$ cat config.mk
export PLATFORM = sky130hd
export DESIGN_NAME = memory_stage_ctrl_flat
export DESIGN_NICKNAME = d
export VERILOG_FILES = /design/src/rtl/memory_stage_ctrl_if.sv /design/src/rtl/memory_stage_ctrl.sv /design/src/flat_wrapper.sv
export SDC_FILE = /design/constraint.sdc
export NUM_CORES = 1
export LEC_CHECK = 0
export CAP_MARGIN = 20
export CORE_ASPECT_RATIO = 0.75
export CORE_MARGIN = 1.5
export CORE_UTILIZATION = 30
export CTS_CLUSTER_DIAMETER = 120
export DETAILED_ROUTE_END_ITERATION = 12
export PLACE_DENSITY = 0.65
export SLEW_MARGIN = 20
export SYNTH_ARGS = -nofsm -noshare
export SYNTH_HDL_FRONTEND = slang
export SYNTH_SLANG_ARGS = --single-unit
$ cat constraint.sdc
create_clock -name clk -period 8.3 [get_ports clk]
set_clock_uncertainty 0.05 [all_clocks]
set_input_delay 1.66 -clock clk [delete_from_list [all_inputs] [get_ports clk]]
set_output_delay 1.66 -clock clk [all_outputs]
set_load 0.02 [all_outputs]
$ cat src/rtl/memory_stage_ctrl_if.sv
// Execute/writeback-side stage signals plus the data-memory request/response bus.
// The slave modport is the memory stage; the master modport is its environment.
interface memory_stage_ctrl_if #(
  parameter int DATA_W = 64,
  parameter int ADDR_W = 64
);
  logic              in_valid;
  logic              in_ready;
  logic [7:0]        opcode;
  logic [DATA_W-1:0] valA;
  logic [ADDR_W-1:0] valE;
  logic [DATA_W-1:0] valP;
  logic              mem_req;
  logic              mem_we;
  logic [ADDR_W-1:0] mem_addr;
  logic [DATA_W-1:0] mem_wdata;
  logic              mem_ready;
  logic              mem_rvalid;
  logic [DATA_W-1:0] mem_rdata;
  logic              m_valid;
  logic [DATA_W-1:0] valM;
  logic              dmem_error;

  modport slave (
    input  in_valid, opcode, valA, valE, valP, mem_ready, mem_rvalid, mem_rdata,
    output in_ready, mem_req, mem_we, mem_addr, mem_wdata, m_valid, valM, dmem_error
  );

  modport master (
    output in_valid, opcode, valA, valE, valP, mem_ready, mem_rvalid, mem_rdata,
    input  in_ready, mem_req, mem_we, mem_addr, mem_wdata, m_valid, valM, dmem_error
  );
endinterface

$ cat src/rtl/memory_stage_ctrl.sv
// Y86 memory stage: decodes icode into a data-memory read/write, runs a request/response
// handshake with range checking and a timeout, and reports one completion pulse per op.
module memory_stage_ctrl #(
  parameter int DATA_W    = 64,
  parameter int ADDR_W    = 64,
  parameter int MEM_BYTES = 4096,
  parameter int TIMEOUT   = 255
) (
  input logic                clk,
  input logic                reset,
  memory_stage_ctrl_if.slave bus
);
  localparam int BYTES = DATA_W / 8;
  localparam int TW    = (TIMEOUT > 0) ? $clog2(TIMEOUT + 1) : 1;
  localparam logic [TW-1:0]   TLAST = TW'((TIMEOUT > 0) ? TIMEOUT - 1 : 0);
  localparam logic [ADDR_W:0] LIMIT = (ADDR_W + 1)'(MEM_BYTES);
  localparam logic [ADDR_W:0] SPAN  = (ADDR_W + 1)'(BYTES);

  typedef enum logic [1:0] {IDLE, REQ, WAIT, DONE} state_t;

  state_t            state_q, state_d;
  logic [TW-1:0]     timer_q, timer_d;
  logic              mem_req_q, mem_req_d;
  logic              mem_we_q, mem_we_d;
  logic [ADDR_W-1:0] addr_q, addr_d;
  logic [DATA_W-1:0] wdata_q, wdata_d;
  logic              m_valid_q, m_valid_d;
  logic [DATA_W-1:0] valm_q, valm_d;
  logic              err_q, err_d;

  logic [3:0]        icode;
  logic              isWrite, isRead, rangeErr, timedOut;
  logic [ADDR_W-1:0] reqAddr;
  logic [DATA_W-1:0] reqData;
  logic [ADDR_W:0]   addrEnd;

  // The end address is formed one bit wider so an address near the top of the space cannot wrap into range.
  always_comb begin
    icode    = bus.opcode[7:4];
    isWrite  = (icode == 4'h4) || (icode == 4'hA) || (icode == 4'h8);
    isRead   = (icode == 4'h5) || (icode == 4'h9) || (icode == 4'hB);
    reqAddr  = ((icode == 4'h9) || (icode == 4'hB)) ? ADDR_W'(bus.valA) : bus.valE;
    reqData  = (icode == 4'h8) ? bus.valP : bus.valA;
    addrEnd  = {1'b0, reqAddr} + SPAN;
    rangeErr = (isWrite || isRead) && (addrEnd > LIMIT);
    timedOut = (TIMEOUT != 0) && (timer_q == TLAST);
  end

  always_comb begin
    state_d   = state_q;
    timer_d   = timer_q;
    mem_req_d = mem_req_q;
    mem_we_d  = mem_we_q;
    addr_d    = addr_q;
    wdata_d   = wdata_q;
    m_valid_d = 1'b0;
    valm_d    = valm_q;
    err_d     = err_q;
    case (state_q)
      IDLE: begin
        if (bus.in_valid) begin
          timer_d = '0;
          err_d   = rangeErr;
          if (!(isWrite || isRead) || rangeErr) begin
            state_d   = DONE;
            m_valid_d = 1'b1;
            valm_d    = '0;
          end else begin
            state_d   = REQ;
            mem_req_d = 1'b1;
            mem_we_d  = isWrite;
            addr_d    = reqAddr;
            wdata_d   = isWrite ? reqData : '0;
          end
        end
      end
      // An accept in the timeout cycle still counts as progress.
      REQ: begin
        timer_d = timer_q + 1'b1;
        if (bus.mem_ready) begin
          mem_req_d = 1'b0;
          if (mem_we_q) begin
            state_d   = DONE;
            m_valid_d = 1'b1;
            valm_d    = '0;
          end else begin
            state_d = WAIT;
          end
        end else if (timedOut) begin
          mem_req_d = 1'b0;
          state_d   = DONE;
          m_valid_d = 1'b1;
          valm_d    = '0;
          err_d     = 1'b1;
        end
      end
      WAIT: begin
        timer_d = timer_q + 1'b1;
        if (bus.mem_rvalid) begin
          state_d   = DONE;
          m_valid_d = 1'b1;
          valm_d    = bus.mem_rdata;
        end else if (timedOut) begin
          state_d   = DONE;
          m_valid_d = 1'b1;
          valm_d    = '0;
          err_d     = 1'b1;
        end
      end
      DONE:    state_d = IDLE;
      default: state_d = IDLE;
    endcase
  end

  always_ff @(posedge clk) begin
    if (reset) begin
      state_q   <= IDLE;
      timer_q   <= '0;
      mem_req_q <= 1'b0;
      mem_we_q  <= 1'b0;
      addr_q    <= '0;
      wdata_q   <= '0;
      m_valid_q <= 1'b0;
      valm_q    <= '0;
      err_q     <= 1'b0;
    end else begin
      state_q   <= state_d;
      timer_q   <= timer_d;
      mem_req_q <= mem_req_d;
      mem_we_q  <= mem_we_d;
      addr_q    <= addr_d;
      wdata_q   <= wdata_d;
      m_valid_q <= m_valid_d;
      valm_q    <= valm_d;
      err_q     <= err_d;
    end
  end

  assign bus.in_ready   = (state_q == IDLE);
  assign bus.mem_req    = mem_req_q;
  assign bus.mem_we     = mem_we_q;
  assign bus.mem_addr   = addr_q;
  assign bus.mem_wdata  = wdata_q;
  assign bus.m_valid    = m_valid_q;
  assign bus.valM       = valm_q;
  assign bus.dmem_error = err_q;
endmodule

$ cat src/flat_wrapper.sv
// flat-port wrapper written by rule: the top's interface ports become plain ports
module memory_stage_ctrl_flat 
#(
  parameter int DATA_W    = 64,
  parameter int ADDR_W    = 64,
  parameter int MEM_BYTES = 4096,
  parameter int TIMEOUT   = 255
)
  (clk, reset, bus_in_valid, bus_opcode, bus_valA, bus_valE, bus_valP, bus_mem_ready, bus_mem_rvalid, bus_mem_rdata, bus_in_ready, bus_mem_req, bus_mem_we, bus_mem_addr, bus_mem_wdata, bus_m_valid, bus_valM, bus_dmem_error);
  memory_stage_ctrl_if #(.DATA_W(DATA_W), .ADDR_W(ADDR_W)) bus_i ();
  input logic clk;
  input logic reset;
  input wire logic [$bits(bus_i.in_valid)-1:0] bus_in_valid;
  input wire logic [$bits(bus_i.opcode)-1:0] bus_opcode;
  input wire logic [$bits(bus_i.valA)-1:0] bus_valA;
  input wire logic [$bits(bus_i.valE)-1:0] bus_valE;
  input wire logic [$bits(bus_i.valP)-1:0] bus_valP;
  input wire logic [$bits(bus_i.mem_ready)-1:0] bus_mem_ready;
  input wire logic [$bits(bus_i.mem_rvalid)-1:0] bus_mem_rvalid;
  input wire logic [$bits(bus_i.mem_rdata)-1:0] bus_mem_rdata;
  output wire logic [$bits(bus_i.in_ready)-1:0] bus_in_ready;
  output wire logic [$bits(bus_i.mem_req)-1:0] bus_mem_req;
  output wire logic [$bits(bus_i.mem_we)-1:0] bus_mem_we;
  output wire logic [$bits(bus_i.mem_addr)-1:0] bus_mem_addr;
  output wire logic [$bits(bus_i.mem_wdata)-1:0] bus_mem_wdata;
  output wire logic [$bits(bus_i.m_valid)-1:0] bus_m_valid;
  output wire logic [$bits(bus_i.valM)-1:0] bus_valM;
  output wire logic [$bits(bus_i.dmem_error)-1:0] bus_dmem_error;
  assign bus_i.in_valid = bus_in_valid;
  assign bus_i.opcode = bus_opcode;
  assign bus_i.valA = bus_valA;
  assign bus_i.valE = bus_valE;
  assign bus_i.valP = bus_valP;
  assign bus_i.mem_ready = bus_mem_ready;
  assign bus_i.mem_rvalid = bus_mem_rvalid;
  assign bus_i.mem_rdata = bus_mem_rdata;
  assign bus_in_ready = bus_i.in_ready;
  assign bus_mem_req = bus_i.mem_req;
  assign bus_mem_we = bus_i.mem_we;
  assign bus_mem_addr = bus_i.mem_addr;
  assign bus_mem_wdata = bus_i.mem_wdata;
  assign bus_m_valid = bus_i.m_valid;
  assign bus_valM = bus_i.valM;
  assign bus_dmem_error = bus_i.dmem_error;
  memory_stage_ctrl #(.DATA_W(DATA_W), .ADDR_W(ADDR_W), .MEM_BYTES(MEM_BYTES), .TIMEOUT(TIMEOUT)) u_core (.clk(clk), .reset(reset), .bus(bus_i));
endmodule
# After elaboration in Yosys (flattened, before gate mapping)

Index checks and enable logic that the tools add are counted.

Register bits after elaboration: 206
Input bits: 269
Output and inout bits: 197
Logic and storage cells: 85

Add/subtract/negate cells: 2
$lt $le $gt $ge: 1
Eq/ne operators: 17
Multiplexer cells: 36
Bitwise logic cells: 1
Reduce and logical (&&, ||, !) cells: 19

Operators by type and width:

| cell                    | count |
|---|---|
| $mux W64                | 9 |
| $pmux W64 S3            | 1 |
| $add A64 B4 Y65 const B | 1 |
| $gt A65 B13 Y1 const B  | 1 |
| $eq A4 B4 Y1 const B    | 4 |
| $pmux W8 S2             | 1 |
| $mux W1                 | 15 |
| $reduce_and A4 Y1       | 3 |
| $mux W2                 | 5 |
| $add A8 B1 Y8 const B   | 1 |
| $eq A4 B3 Y1 const B    | 2 |
| $eq A8 B8 Y1 const B    | 1 |
| $mux W8                 | 1 |
| $ne A2 B2 Y1 const B    | 4 |
| $pmux W2 S4             | 1 |
| $logic_or A1 B1 Y1      | 7 |
| $ne A3 B2 Y1 const B    | 2 |
| $pmux W1 S3             | 2 |
| $eq A2 B2 Y1 const B    | 2 |
| $reduce_bool A2 Y1      | 2 |
| $reduce_and A3 Y1       | 1 |
| $reduce_bool A3 Y1      | 1 |
| $eq A2 B1 Y1 const B    | 1 |
| $logic_not A2 Y1        | 1 |
| 7 further kinds         | 7 |

# Depth between registers and ports, before layout

Word-level depth: 10
Depth in mapped cells: 24
Mapped depth without buffers: 14

# Worst setup path after synthesis

Ideal clock, no wire load.

Path type: in2reg
Start: input bus_opcode[6]
End: register u_core.addr_q[36] (netlist: u_core.bus.mem_addr[36])
Library setup time: 131 ps
Data arrival time: 6,269 ps
Required time: 8,119 ps
Slack: 1,850 ps
Cell stages on the path: 22
Path buffers: 8
Path through: nand3b_1 buf_2 buf_2 buf_2 buf_2 buf_1 nand2_1 nand2_1 ha_1 clkbuf_1 inv_1 or4_1 a21oi_1 xnor2_1 mux2i_1 or4b_1 nor3_2 nand4_2 nor2_8 buf_8 buf_6 nor3b_1

Cells in the longest elaborated chain, start to end: 9
Elaborated cells between the ends (all ways): 20
Classes of those cells: 1 x add/sub; 1 x order compare; 6 x eq/ne; 1 x mux; 1 x bitwise; 10 x reduce/logical

Ends and longest elaborated chain:

| item                                   | line                     | source |
|---|---|---|
| start, declared                        | flat_wrapper.sv:14       | `input wire logic [$bits(bus_i.opcode)-1:0] bus_opcode;` |
| $eq A4 B4 Y1                           | memory_stage_ctrl.sv:42  | `reqAddr = ((icode == 4'h9) \|\| (icode == 4'hB)) ? ADDR_W'(bus.valA) : bus.valE;` |
| $logic_or A1 B1 Y1 (*)                 | memory_stage_ctrl.sv:42  |  |
| $mux W64 (*)                           | memory_stage_ctrl.sv:42  |  |
| named net u_core.reqAddr[3]            | memory_stage_ctrl.sv:33  | `logic [ADDR_W-1:0] reqAddr;` |
| $add A64 B4 Y65 (*)                    | memory_stage_ctrl.sv:44  | `addrEnd = {1'b0, reqAddr} + SPAN;` |
| $gt A65 B13 Y1 (*)                     | memory_stage_ctrl.sv:45  | `rangeErr = (isWrite \|\| isRead) && (addrEnd > LIMIT);` |
| $logic_and A1 B1 Y1 (*)                | memory_stage_ctrl.sv:45  |  |
| $logic_or A1 B1 Y1 (*)                 | memory_stage_ctrl.sv:64  | `if (!(isWrite \|\| isRead) \|\| rangeErr) begin` |
| $not A1 Y1 (no source line) (*)        | --                       |  |
| $reduce_and A3 Y1 (no source line) (*) | --                       |  |
| end signal, assigned                   | memory_stage_ctrl.sv:131 | `addr_q <= addr_d;` |
| end, declared                          | memory_stage_ctrl.sv:25  | `logic [ADDR_W-1:0] addr_q, addr_d;` |

Mark *: on every way through the listed nets, which the timed path passes. The rest lies on a longest branch.
A chain may end at the register's enable or synchronous reset.

# Worst setup path in the final report

Start: input bus_opcode[4]
End: register u_core.wdata_q[49] (netlist: u_core.bus.mem_wdata[49])

Cells in the longest elaborated chain, start to end: 9
Elaborated cells between the ends (all ways): 22
Classes of those cells: 1 x add/sub; 1 x order compare; 6 x eq/ne; 3 x mux; 1 x bitwise; 10 x reduce/logical

Ends and longest elaborated chain:

| item                                   | line                     | source |
|---|---|---|
| $eq A4 B4 Y1                           | memory_stage_ctrl.sv:42  |  |
| $logic_or A1 B1 Y1 (*)                 | memory_stage_ctrl.sv:42  |  |
| $mux W64 (*)                           | memory_stage_ctrl.sv:42  |  |
| named net u_core.reqAddr[3]            | memory_stage_ctrl.sv:33  |  |
| $add A64 B4 Y65 (*)                    | memory_stage_ctrl.sv:44  |  |
| $gt A65 B13 Y1 (*)                     | memory_stage_ctrl.sv:45  |  |
| $logic_and A1 B1 Y1 (*)                | memory_stage_ctrl.sv:45  |  |
| $logic_or A1 B1 Y1 (*)                 | memory_stage_ctrl.sv:64  |  |
| $not A1 Y1 (no source line) (*)        | --                       |  |
| $reduce_and A3 Y1 (no source line) (*) | --                       |  |
| end signal, assigned                   | memory_stage_ctrl.sv:132 | `wdata_q <= wdata_d;` |
| end, declared                          | memory_stage_ctrl.sv:26  | `logic [DATA_W-1:0] wdata_q, wdata_d;` |

Marks and branches as above.

==> results.md <==
- CTS tree: yes
- Largest net degree at the start of global routing: 74
- Setup CP Type: input port to flip-flop
- Setup crit start: bus_opcode[4]
- Die ar.: 40900 sq um
- Via count: 12800
- Drc violations: 0
- Main synth FF type: dfxtp_1
- Crit path max fanout: 73
- Area leader, netlist: dfxtp_1
- Mapped Area: 11900 sq um
- Post-synth EDFFs: 0
- Max Cap Viol: 0
- RSZ-0062 raised after global routing: false
- Io pins: 466
- Crit-path max cell delay: 0.63 ns
- Global route hottest layer: met2
- Startpoint type of the worst setup path: input port
- Share of the synthesized area in the top cell type: 34.6%
- Synth Register Bits: 206
- Slew at the pin closest to its max-slew limit: 0.934 ns
- Most common cell after layout, fill and taps aside: clkdlybuf4s50_1
- Final period utilization: 83.4%
- Required time of the critical path: 8.71 ns
- Gr usage total: 23.6%
- Synthesized netlist cell count: 1393
- Met1 Resource Use GR: 34.2%
- Non-Filler Instances: 2348
- H-tree depth: 1
- Setup TNS Final: 0 ns
- Pins Over Slew Limit: 0
- F_max: 145 MHz
- Met2 GRT Util: 35.3%
- Power consumption: 2.86 mW
- Drt via density: 5.45
- CP endpoint kind: flip-flop
- Synthesized area per cell: 8.55 sq um
- Worst vdd ir: 0.000144 V
- Power Dens Cells: 161 nW/um^2
- Crit path DAT: 7.33 ns
- Delay-heaviest family, CP: simple AND/OR/NAND/NOR gates
- # nets final: 2084
- Num Clock Sinks: 206
- Die H: 176 um
- Initial antenna violation count: 2
- Port Buffer Count: 461
- Core ar.: 39300 sq um
- Fillers: 3784
- Syn. warnings: 0
- Antenna Violating Nets Remaining: 0
- Post-CTS Resized: 0
- Initial core utilization: 30.3%
- Run status: complete, no violations
- Sequential-to-total area share from yosys stat: 34.6%
- Area contributors post-synth: dfxtp_1, mux2i_1, nand2_1
- Leak: 5.99 nW
- Ys async rst share: 0%
- Hold Path Class: flip-flop to flip-flop
- Cell Rows: 63
- R2R depth: 8
- Worst path depth: 17
- Share of layout cells above drive strength 1: 8.71%
- Area Overhead vs Synth: 49.1%
- GR Util met3: 5.62%
- Total routed wirelength: 50.9 mm
- Gpl congestion: 0.967
- Commonest non-fill, non-tap cells in the layout: clkdlybuf4s50_1, nand2_1, dfxtp_1, mux2i_1, nand3_1
- Slew margin rel.: 37.7%
- DP Cell Count: 2302
- Critical path buffer and inverter count: 3
- Hpwl dp: 38.6 mm
- Net Count, Synth: 1669
- First-pass GRT wire length: 75.0 mm
- Worst R2R Start: u_core.state_q[1]
- CTS Hold Bufs: 0
- DRT Pass-1 Iters: 5
- Initial DRC Count: 1339
- DIE WIDTH: 233 um
- R2R setup slack: 5.21 ns
- Setup bufs post-CTS: 0
- Overflow after GRT: 0
- Number of global-route vias before repair: 12100
- Cell variety after synth: 79
- Final min period: 6.92 ns
- Cell chain of the critical path: clkdlybuf4s50_1 > nand3b_1 > nand2_1 > nand2_1 > ha_1 > nand3_1 > nor4_2 > a22o_1 > buf_4 > nand2b_1 > mux2i_1 > or4b_1 > nor3_2 > nand4_2 > nor2_8 > buf_12 > mux2i_1
- Clk root buf: clkbuf_16
- CTS clk-pin slew, worst paths: 0.06 ns
- Final hold violation count: 0
- Reg2reg end: u_core.bus.valM[57]
- Clk_lat worst skew: 0.53 ns
- Slowest cell on crit path: or4b_1
- Last element of the critical path: u_core.bus.mem_wdata[49]
- Final setup fails: 0
- CTS Buffer Depth: 3
- Drt wl/cell: 21.7 um
- Number of CTS-inserted buffers: 24
[tightest hold or removal path, cell delays in order (launching register included)]
cell and delay, ns:
dfxtp_1 0.31, nand2_1 0.05, mux2i_1 0.05
[how the worst min path moves through the flow]
stage / to / startpoint / slack [ns] / cells after the start
2_1_floorplan: u_core.timer_q[7] / u_core.timer_q[7] / 0.41 / 2
3_3_place_gp: u_core.bus.mem_wdata[58] / u_core.bus.mem_wdata[58] / 0.39 / 2
3_5_place_dp: u_core.bus.mem_wdata[42] / u_core.bus.mem_wdata[42] / 0.40 / 2
4_1_cts: u_core.bus.mem_wdata[23] / u_core.bus.mem_wdata[23] / 0.41 / 2
5_1_grt: u_core.bus.mem_wdata[23] / u_core.bus.mem_wdata[23] / 0.42 / 2
6_report: u_core.bus.mem_wdata[23] / u_core.bus.mem_wdata[23] / 0.40 / 2
[kinds of logic after synthesis]
kind of cell               count (synthesis)  synth area share (%)
and+or+nand+nor                          622                  27.6
AOI/OAI and AO/OA                        254                  15.2
DFF                                      206                  34.6
muxes                                    170                  15.1
buffers and inverters                    107                  4.80
xor gates and xnor gates                  27                  1.98
adders and majority gates                  7                 0.735
[final cells by class]
class / count / area [sq um] / area share (%)
multi-input combinational: 1080 / 7240 / 40.8
timing repair buffer: 479 / 4770 / 26.8
sequential: 206 / 4120 / 23.2
clock buffer: 31 / 678 / 3.82
tap: 520 / 651 / 3.66
clock inverter: 13 / 229 / 1.29
inverter: 17 / 63.8 / 0.359
antenna: 2 / 5.00 / 0.0282
[flip-flops by register name (all words and copies together) (netlist names)]
register and count:
u_core.bus.mem_addr 64, u_core.bus.mem_wdata 64, u_core.bus.valM 64, u_core.timer_q 8, u_core.state_q 2, u_core.bus.dmem_error 1
u_core.bus.m_valid 1, u_core.bus.mem_req 1, u_core.bus.mem_we 1
[Yosys cell counts (43+ instances only)]
cell type and instances:
nand4_1 43, o21ai_0 48, dfxtp_1 206, nand3_1 71
mux2i_1 101, clkbuf_1 43, nand2_1 246, a22o_1 68
nor2_1 47, mux2_2 68, nor3b_1 54, nor3_1 43
[power breakdown]
part           leakage [nW]  switching (mW)  internal [mW]  total (mW)
sequential             1.66          0.0228           1.02        1.04
combinational          3.88           0.337          0.270       0.607
clock                 0.443           0.451          0.765        1.22
total                  5.99           0.811           2.05        2.86
[routing by layer]
layer	routed length (um)	part of all wire (%)
met3	4510	8.9
met1	23600	46
met5	0	0
met4	930	1.8
met2	21900	43
[stage by stage]
| stage | hold slack, ns | instance area [sq um] | worst slack, ns | util, % |
|---|---|---|---|---|
| final | 0.404 | 17800 | 1.38 | 45.2 |
| after global routing | 0.424 | 17800 | 1.11 | 45.2 |
| after CTS | 0.408 | 17800 | 1.46 | 45.2 |
| after detailed placement | 0.396 | 16900 | 0.919 | 42.8 |
| after global placement | 0.392 | 16900 | 1.04 | 42.8 |
| after floorplan | 0.408 | 11900 | 1.85 | - |
Note: power is estimated with default switching activity, not from simulation.
